<file path="src/rtl/romulush_pkg.sv">
// Shared widths and state encoding for the Romulus-H message loader.
// Word/block geometry is fixed here; nothing is parameterised per instance.
package romulush_pkg;

  localparam int WORD_W = 32;
  localparam int BLK_W  = 256;
  localparam int WORDS  = 8;
  localparam int IDX_W  = 3;

  typedef enum logic {
    FILL,
    HOLD
  } state_t;

  function automatic int slot_hi(input int s);
    return BLK_W - 1 - WORD_W * s;
  endfunction

endpackage

</file>
<file path="src/rtl/hash_msg_loader_pad.sv">
// Byte mask for one message slot, optionally stamping the pad length
// into byte 3 when the slot is the last one of the block.
module hash_pad_word
  import romulush_pkg::*;
(
  input  logic [WORD_W-1:0] i_word,
  input  logic [2:0]        i_bytes,
  input  logic              i_is_slot7,
  input  logic [7:0]        i_pad_len,
  output logic [WORD_W-1:0] o_word
);

  always_comb begin
    o_word = i_word;
    for (int k = 0; k < 4; k++) begin
      if (k >= int'(i_bytes))
        o_word[WORD_W-1-8*k -: 8] = '0;
    end
    if (i_is_slot7)
      o_word[7:0] = i_pad_len;
  end

endmodule

</file>
<file path="src/rtl/hash_msg_loader.sv">
// Packs 32-bit message words into 256-bit padded Romulus-H blocks.
// HASH_LOADER_SKID_EN adds a second fill buffer so filling overlaps HOLD.
module hash_msg_loader
  import romulush_pkg::*;
(
  input  logic              clk,
  input  logic              rst,
  input  logic [WORD_W-1:0] di,
  input  logic              di_valid,
  output logic              di_ready,
  input  logic              di_last,
  input  logic [2:0]        di_bytes,
  output logic [BLK_W-1:0]  mo,
  output logic              mo_valid,
  input  logic              mo_ready,
  output logic              mo_last,
  output logic              mo_padded
);

  state_t             r_state;
  logic [IDX_W-1:0]   r_idx;
  logic [BLK_W-1:0]   r_fill;
  logic [BLK_W-1:0]   r_mo;
  logic               r_mo_last;
  logic               r_mo_pad;
`ifdef HASH_LOADER_SKID_EN
  logic               r_fc;
  logic               r_fl;
  logic               r_fp;
`endif

  logic               w_held;
  logic               w_acc;
  logic               w_wr;
  logic               w_close;
  logic               w_xfer;
  logic [5:0]         w_n;
  logic               w_pad;
  logic [WORD_W-1:0]  w_word;
  logic [WORD_W-1:0]  w_tail;
  logic [BLK_W-1:0]   w_next;

  assign w_held = (r_state == HOLD);
`ifdef HASH_LOADER_SKID_EN
  assign di_ready = !(w_held && r_fc);
`else
  assign di_ready = !w_held;
`endif

  assign w_acc   = di_valid && di_ready;
  // an empty non-final word is swallowed without touching the block
  assign w_wr    = w_acc && (di_bytes != 3'd0 || di_last);
  assign w_close = w_wr && (di_last || r_idx == IDX_W'(WORDS-1));
  assign w_xfer  = w_held && mo_ready;

  assign w_n   = {1'b0, r_idx, 2'b00} + {3'b000, di_bytes};
  assign w_pad = di_last && (w_n < 6'd32);

  hash_pad_word u_pad_cur (
    .i_word     (di),
    .i_bytes    (w_pad ? di_bytes : 3'd4),
    .i_is_slot7 (w_pad && r_idx == IDX_W'(WORDS-1)),
    .i_pad_len  ({2'b00, w_n}),
    .o_word     (w_word)
  );

  hash_pad_word u_pad_tail (
    .i_word     ('0),
    .i_bytes    (3'd0),
    .i_is_slot7 (1'b1),
    .i_pad_len  ({2'b00, w_n}),
    .o_word     (w_tail)
  );

  always_comb begin
    w_next = r_fill;
    for (int s = 0; s < WORDS; s++) begin
      if (s == int'(r_idx))
        w_next[slot_hi(s) -: WORD_W] = w_word;
      else if (w_pad && s > int'(r_idx))
        w_next[slot_hi(s) -: WORD_W] = (s == WORDS-1) ? w_tail : '0;
    end
  end

  always_ff @(posedge clk) begin
    if (rst) begin
      r_state   <= FILL;
      r_idx     <= '0;
      r_fill    <= '0;
      r_mo      <= '0;
      r_mo_last <= 1'b0;
      r_mo_pad  <= 1'b0;
`ifdef HASH_LOADER_SKID_EN
      r_fc      <= 1'b0;
      r_fl      <= 1'b0;
      r_fp      <= 1'b0;
`endif
    end else begin
      if (w_wr) begin
        r_fill <= w_next;
        r_idx  <= r_idx + 1'b1;
      end
      if (w_close)
        r_idx <= '0;
      if (w_close && (!w_held || w_xfer)) begin
        r_mo      <= w_next;
        r_mo_last <= di_last;
        r_mo_pad  <= w_pad;
        r_state   <= HOLD;
      end
`ifdef HASH_LOADER_SKID_EN
      else if (w_close) begin
        r_fc <= 1'b1;
        r_fl <= di_last;
        r_fp <= w_pad;
      end
      else if (w_xfer && r_fc) begin
        r_mo      <= r_fill;
        r_mo_last <= r_fl;
        r_mo_pad  <= r_fp;
        r_fc      <= 1'b0;
      end
`endif
      else if (w_xfer)
        r_state <= FILL;
    end
  end

  assign mo        = r_mo;
  assign mo_valid  = w_held;
  assign mo_last   = r_mo_last;
  assign mo_padded = r_mo_pad;

endmodule
</file>
<file path="config.mk">
export PLATFORM = sky130hd
export DESIGN_NAME = hash_msg_loader
export DESIGN_NICKNAME = d
export VERILOG_FILES = /design/src/rtl/romulush_pkg.sv /design/src/rtl/hash_msg_loader_pad.sv /design/src/rtl/hash_msg_loader.sv
export SDC_FILE = /design/constraint.sdc
export NUM_CORES = 1
export LEC_CHECK = 0
export BUFFER_PORTS_ARGS = -buffer_cell sky130_fd_sc_hd__buf_2
export CORE_MARGIN = 4
export CORE_UTILIZATION = 35
export DETAILED_ROUTE_END_ITERATION = 10
export GPL_TIMING_DRIVEN = 0
export PLACE_DENSITY_LB_ADDON = 0.1
export SYNTH_ARGS = -nofsm -noshare
export SYNTH_HDL_FRONTEND = slang
export SYNTH_HIERARCHICAL = 1
export SYNTH_SLANG_ARGS = --single-unit
</file>
<file path="constraint.sdc">
create_clock -name clk -period 7.8 [get_ports clk]
set_clock_uncertainty 0.1 [all_clocks]
set_input_delay 0.78 -clock clk [delete_from_list [all_inputs] [get_ports clk]]
set_output_delay 0.78 -clock clk [all_outputs]
set_load 0.01 [all_outputs]
</file>
==> impl_metrics.env, run 1 <==
export IMPL_clock_path_buffers=3
export IMPL_tritoncts="yes"
export IMPL_synthAdderAreaFrac=0.00468
export IMPL_status="completed"
export IMPL_htreeDepth=2
export IMPL_ys_flop_type="dfxtp_1"
export IMPL_grt_setup_unrepaired="no"
export IMPL_port_buffers=299
export IMPL_clk_pin_slew_ps=60
export IMPL_path_max_fanout=10
export IMPL_synth_simple_area_share=0.171
export IMPL_cp_data_arrival_time_ps=4730
export IMPL_place_hpwl_um=59100
export IMPL_p_leak_uw=0.0103
export IMPL_insertion_delay_ps=620
export IMPL_routedWlPerCell_um=23.0
export IMPL_cts_sinks=518
export IMPL_layout_nets=2857
export IMPL_antenna_found_initial=6
export IMPL_num_vias=19777
export IMPL_slew_headroom=0.0101
export IMPL_critical_path_class="flip-flop to flip-flop"
export IMPL_finalSetupViolations=0
export IMPL_die_w_um=255
export IMPL_grt_pass1_vias=18929
export IMPL_ir_worst_vdd_mv=0.177
export IMPL_synth_most_common_cell="dfxtp_1"
export IMPL_ys_seq_area_frac=0.485
export IMPL_die_y_um=255
export IMPL_required_ps=8170
export IMPL_place_congestion=0.857
export IMPL_synth_edf_count=0
export IMPL_dpl_cell_area_mm2=0.0240
export IMPL_cp_end_kind="flip-flop"
export IMPL_dr_pass1_iters=5
export IMPL_grt_max_degree=15
export IMPL_grt_pass1_wl_um=122000
export IMPL_vias_per_cell=5.43
export IMPL_ant_nets=0
export IMPL_netlist_instances=2405
export IMPL_postSynthAreaPerCell_um2=8.89
export IMPL_initial_core_util=0.354
export IMPL_holdBufCountCts=0
export IMPL_async_flop_share=0
export IMPL_netlist_top_cells_area="dfxtp_1, nand2_1, a21oi_1"
export IMPL_path_cells="ha_1 > nand3_1 > and2_1 > buf_2 > buf_4 > nand2b_1 > nor2_1 > and2b_1 > clkbuf_1 > mux2_2 > nand2_1 > o22ai_1"
export IMPL_ios=300
export IMPL_synth_seq_cells=518
export IMPL_syn2layout_area_growth_pct=21.5
export IMPL_core_area_mm2=0.0604
export IMPL_drtIter0Drc=1578
export IMPL_dieArea_mm2=0.0651
export IMPL_power_density_mw_per_mm2=242
export IMPL_min_period_over_period=0.560
export IMPL_cts_buffers=58
export IMPL_synth_area_leader_cell="dfxtp_1"
export IMPL_core_rowCount=90
export IMPL_maxSlewViolCount=0
export IMPL_worstHoldPathCells=2
export IMPL_track_usage=0.249
export IMPL_crit_slowest_cell="nor2_1"
export IMPL_synth_compound_gate_area_share=0.202
export IMPL_critPathLaunchType="flip-flop"
export IMPL_fin_setup_tns_ps=0
export IMPL_drive_gt1_frac=0.205
export IMPL_root_buffer="clkbuf_16"
export IMPL_max_freq_ghz=0.229
export IMPL_fin_area_mm2=0.0260
export IMPL_synth_area_mm2=0.0214
export IMPL_overflow=0
export IMPL_drcViolationCount=0
export IMPL_cts_setup_buffers=0
export IMPL_drv_cap=0
export IMPL_synthTopCellsByCount="dfxtp_1, nand2_1, a21oi_1, nor2_1, clkbuf_1"
export IMPL_hold_path_class="flip-flop to flip-flop"
export IMPL_ys_warn_count=6
export IMPL_synth_top_family_by_area="compound AO/OA/AOI/OAI gates"
export IMPL_cts_repair_resized=0
export IMPL_critPathMaxStageDelay_ps=840
export IMPL_synth_xor_area_frac=0.000410
export IMPL_r2r_cells=12
export IMPL_worst_slew_pin_slew_ps=1480
export IMPL_period_needed_ps=4370
export IMPL_routed_wl_um=83700
export IMPL_synthDistinctLibCells=46
export IMPL_synth_top_area_frac=0.485
export IMPL_synthMuxAreaShare=0.0787
export IMPL_finalHoldViolCount=0
-- through the flow --
step	instances	utilization	hold WS, ps	total power, µW	worst slack, ps
finish	3640	0.430	353	6270	3430
CTS	3638	0.430	353	6320	3440
detailed placement	3531	0.398	345	3520	2990
global placement	3531	0.398	338	3510	3030
floorplan	2450	-	333	3220	4700
global route	3640	0.430	370	6490	3330
-- cells in the final DEF, fill, tap and decap left out, drive strengths merged, types with 47 or more instances in the layout --
| cell | netlist | layout |
|---|---|---|
| a211oi | 96 | 96 |
| a21oi | 198 | 198 |
| a221oi | 64 | 64 |
| a22o | 78 | 78 |
| buf | 116 | 415 |
| clkbuf | 149 | 234 |
| conb | 2 | 47 |
| dfxtp | 518 | 518 |
| mux2 | 64 | 64 |
| mux2i | 96 | 96 |
| nand2 | 429 | 429 |
| nand3 | 70 | 70 |
| nor2 | 168 | 168 |
| nor3 | 69 | 69 |
| o221ai | 64 | 64 |
| o22ai | 64 | 64 |
-- kinds of logic after synthesis --
logic type | count (synthesis)
AOI/OAI and AO/OA | 609
DFF | 518
xor gates and xnor gates | 1
adders and majority gates | 8
buffers and inverters | 271
other | 2
and+or+nand+nor | 836
muxes | 160
-- worst paths after layout --
path                                  from                        to  slack, ps
setup / recovery     r_idx[0]$_SDFFE_PP0P_  r_fill[117]$_SDFFE_PP0P_       3430
hold reg to reg   r_fill[143]$_SDFFE_PP0P_  r_fill[143]$_SDFFE_PP0P_        350
hold / removal    r_fill[143]$_SDFFE_PP0P_  r_fill[143]$_SDFFE_PP0P_        350
setup reg to reg     r_idx[0]$_SDFFE_PP0P_  r_fill[117]$_SDFFE_PP0P_       3430
-- flip-flops by register name, indices dropped and copies added, names as in the netlist --
| signal | cells |
|---|---|
| mo_valid | 1 |
| mo | 256 |
| mo_padded | 1 |
| r_fill | 256 |
| mo_last | 1 |
| r_idx | 3 |
-- power by group --
part	internal, µW	total [µW]	switching (µW)
sequential	2730	2790	53.7
clock	1670	2810	1140
combinational	195	681	486
-- worst max-delay path: cells and delay by family, from the launching register on --
kind	cells	cell delay (ps)
buf+inv	3	1060
simple gates	6	1740
flops	1	420
compound gates	1	100
mux	1	520
fa+ha+maj	1	270
-- layer usage --
layer,vias up,part of all wire,track usage
met3,127,0.061,0.0416
li1,9393,-,-
met2,674,0.47,0.406
met5,-,0,0
met4,0,0.032,0.0792
met1,9583,0.44,0.338
-- final cells by class --
cell class	count	area (µm²)
clock inverters	22	253
fillers	6020	34400
inverters	6	22.5
plain buffers	265	1220
multi-input cells	1661	9930
well taps	782	978
flip-flops and latches	518	10400
diodes	2	5.00
repair buffers	299	1500
clock buffers	85	1690
No activity file was read; power rests on OpenSTA's default activity.
==> run 2: changes to the inputs <==
ABC_AREA = 1   (was default)
clock period = 4.55 ns   (was 7.8 ns; I/O delays follow)
==> run 2 against run 1 <==
The flow now finishes with violations (max-capacitance violations, max-slew violations). Critical endpoint is now mo[159]$_SDFFE_PP0P_. Final area increased by 12%. Register-to-register slack got worse by 2800 ps. Via count increased by 22%. Combinational power increased by 150%. Global-route usage decreased by 0.88 points. Sequential power increased by 77%. Area after synthesis increased by 12%. Die area increased by 12%.
==> impl_metrics.env, run 2 <==
export IMPL_initial_core_util=0.355
export IMPL_switching_share=0.288
export IMPL_cts_repair_resized=0
export IMPL_ant_nets=0
export IMPL_postSynthAreaPerCell_um2=6.36
export IMPL_violations="max-capacitance violations, max-slew violations"
export IMPL_p_sw_uw=3280
export IMPL_r2r_end="mo[159]$_SDFFE_PP0P_"
export IMPL_place_hpwl_um=65500
export IMPL_status="finished with violations"
export IMPL_drive_gt1_frac=0.139
export IMPL_htreeDepth=2
export IMPL_cts_setup_buffers=0
export IMPL_synth_area_leader_cell="dfxtp_1"
export IMPL_hold_path_class="input pin to flip-flop"
export IMPL_port_buffers=297
export IMPL_routed_wl_um=90300
export IMPL_endpoint="mo[159]$_SDFFE_PP0P_"
export IMPL_place_congestion=0.841
export IMPL_worst_r2r_setup_slack_ps=640
export IMPL_grt_pass1_wl_um=136000
export IMPL_r2r_start="r_idx[0]$_SDFFE_PP0P_"
export IMPL_synth_seq_cells=518
export IMPL_final_cell_mix="nand2_1, dfxtp_1, inv_1, buf_2, nand3_1"
export IMPL_cp_end_kind="flip-flop"
export IMPL_drcViolationCount=0
export IMPL_worst_slew_pin_slew_ps=1640
export IMPL_cts_buffers=60
export IMPL_grt_setup_unrepaired="no"
export IMPL_drv_cap=1
export IMPL_overflow=0
export IMPL_layout_nets=4234
export IMPL_seq_power_share=0.434
export IMPL_routedWlPerCell_um=17.7
export IMPL_crit_start="r_idx[0]$_SDFFE_PP0P_"
export IMPL_tritoncts="yes"
export IMPL_ys_seq_area_frac=0.433
export IMPL_netlist_instances=3765
export IMPL_r2r_cells=11
export IMPL_die_w_um=270
export IMPL_fin_setup_tns_ps=0
export IMPL_power_frac_clock=0.417
export IMPL_path_cells="ha_1 > nand3_4 > nand2_4 > buf_2 > nor2_1 > inv_1 > a21oi_1 > inv_1 > o21ai_0 > nand2_1 > nand2_1"
export IMPL_synth_area_mm2=0.0240
export IMPL_track_usage=0.240
export IMPL_fin_area_mm2=0.0290
export IMPL_ys_flop_type="dfxtp_1"
export IMPL_p_leak_uw=0.0158
export IMPL_power_density_mw_per_mm2=392
export IMPL_insertion_delay_ps=630
export IMPL_ir_worst_vdd_mv=0.259
export IMPL_num_vias=24129
export IMPL_grt_max_degree=16
export IMPL_seqCellArea_mm2=0.0104
export IMPL_grt_pass1_vias=22096
export IMPL_clk_pin_slew_ps=60
export IMPL_cts_sinks=518
export IMPL_max_freq_ghz=0.256
export IMPL_critical_path_class="flip-flop to flip-flop"
export IMPL_vias_per_cell=4.73
export IMPL_comb_power_share=0.149
export IMPL_antenna_found_initial=9
export IMPL_critPathLaunchType="flip-flop"
export IMPL_dr_pass1_iters=6
export IMPL_path_max_fanout=10
export IMPL_synthTopCellsByCount="nand2_1, dfxtp_1, inv_1, nand3_1, nor2_1"
export IMPL_multi_input_area_mm2=0.0109
export IMPL_ios=300
export IMPL_internal_power_uw=8110
export IMPL_finalSetupViolations=0
export IMPL_synth_edf_count=0
export IMPL_synth_most_common_cell="nand2_1"
export IMPL_holdBufCountCts=1
export IMPL_clock_path_buffers=3
export IMPL_finalHoldViolCount=0
export IMPL_synth_top_area_frac=0.433
export IMPL_crit_slowest_cell="a21oi_1"
export IMPL_layout_cells_most_common="nand2_1"
export IMPL_drtIter0Drc=2018
export IMPL_core_rowCount=95
export IMPL_critPathMaxStageDelay_ps=1310
export IMPL_ys_warn_count=6
export IMPL_slew_headroom=-0.0941
export IMPL_nFillCells=7334
export IMPL_required_ps=5020
export IMPL_maxSlewViolCount=8
export IMPL_netlist_top_cells_area="dfxtp_1, nand2_1, inv_1"
export IMPL_period_needed_ps=3910
export IMPL_min_period_over_period=0.859
export IMPL_cp_data_arrival_time_ps=4370
export IMPL_core_area_mm2=0.0675
export IMPL_syn2layout_area_growth_pct=21.2
export IMPL_die_y_um=270
export IMPL_synthDistinctLibCells=29
export IMPL_dieArea_mm2=0.0727
export IMPL_root_buffer="clkbuf_16"
export IMPL_async_flop_share=0
export IMPL_dpl_cell_area_mm2=0.0271
[run 2: cell types whose count changed after synthesis, sizes merged, moves of 66 or more]
cell	delta
nand2	+980
inv	+497
nand3	+287
o21ai	+189
nor2	+171
a211oi	-96
mux2i	-96
a22o	-78
nor3	-69
clkbuf	-66
[run 2: per-stage QoR]
stage               power [µW]  utilization  instances  setup WS [ps]  hold slack, ps
global placement          6660        0.395       4976           -949             325
detailed placement        6710        0.401       4995            655             327
floorplan                 6060            -       3806           2100             327
global route             11900        0.430       5105            452             231
finish                   11400        0.430       5106            642             223
CTS                      11500        0.430       5104            767             184
[run 2: critical path, delay by kind of cell (launching register included)]
family / cells / cell delay (ps)
flops: 1 / 420
fa+ha+maj: 1 / 280
simple gates: 5 / 620
buf+inv: 3 / 710
compound gates: 2 / 1710
[run 2: worst min path at each step]
stage / startpoint / to / slack (ps) / cells after the start
floorplan: r_fill[224]$_SDFFE_PP0P_ / r_fill[224]$_SDFFE_PP0P_ / 330 / 2
global placement: mo[180]$_SDFFE_PP0P_ / mo[180]$_SDFFE_PP0P_ / 330 / 2
detailed placement: mo[193]$_SDFFE_PP0P_ / mo[193]$_SDFFE_PP0P_ / 330 / 2
CTS: di[25] / mo[25]$_SDFFE_PP0P_ / 180 / 7
global route: di[25] / mo[25]$_SDFFE_PP0P_ / 230 / 7
finish: di[25] / mo[25]$_SDFFE_PP0P_ / 220 / 7
[run 2: layout make-up]
| type | instances | share of cell area |
|---|---|---|
| Antenna cell | 1 | 0.0000862 |
| Buffer | 225 | 0.0361 |
| Clock buffer | 94 | 0.0623 |
| Clock inverter | 14 | 0.00418 |
| Inverter | 504 | 0.0653 |
| Multi-Input combinational cell | 2559 | 0.374 |
| Sequential cell | 518 | 0.357 |
| Tap cell | 873 | 0.0376 |
| Timing Repair Buffer | 318 | 0.0628 |
[run 2: metal layers]
metal / vias to the layer above / track usage / wire length (µm)
met4: 0 / 0.0776 / 3070
met1: 10898 / 0.334 / 40700
met3: 138 / 0.0423 / 7080
met2: 774 / 0.378 / 39400
li1: 12319 / - / -
met5: - / 0 / 0
[run 2: power groups by stage]
| stage | logic, µW | registers, µW | clock network (µW) |
|---|---|---|---|
| 4_1_cts | 1680 | 4940 | 4880 |
| 3_3_place_gp | 1620 | 5040 | 0 |
| 5_1_grt | 1900 | 4970 | 5040 |
| 2_1_floorplan | 1030 | 5040 | 0 |
| 3_5_place_dp | 1670 | 5040 | 0 |
| 6_report | 1690 | 4940 | 4750 |
[run 2: cell families (layout without fill, tap and decap cells)]
kind of cell	after synthesis	count (layout)	synth area share
AND/OR/NAND/NOR	2106	2106	0.354
buffers and inverters	729	1155	0.123
flip-flops	518	518	0.433
AO/OA/AOI/OAI	401	401	0.0856
adder cells (fa/ha/maj)	8	8	0.00418
other	2	44	0.000313
XOR/XNOR	1	1	0.000366
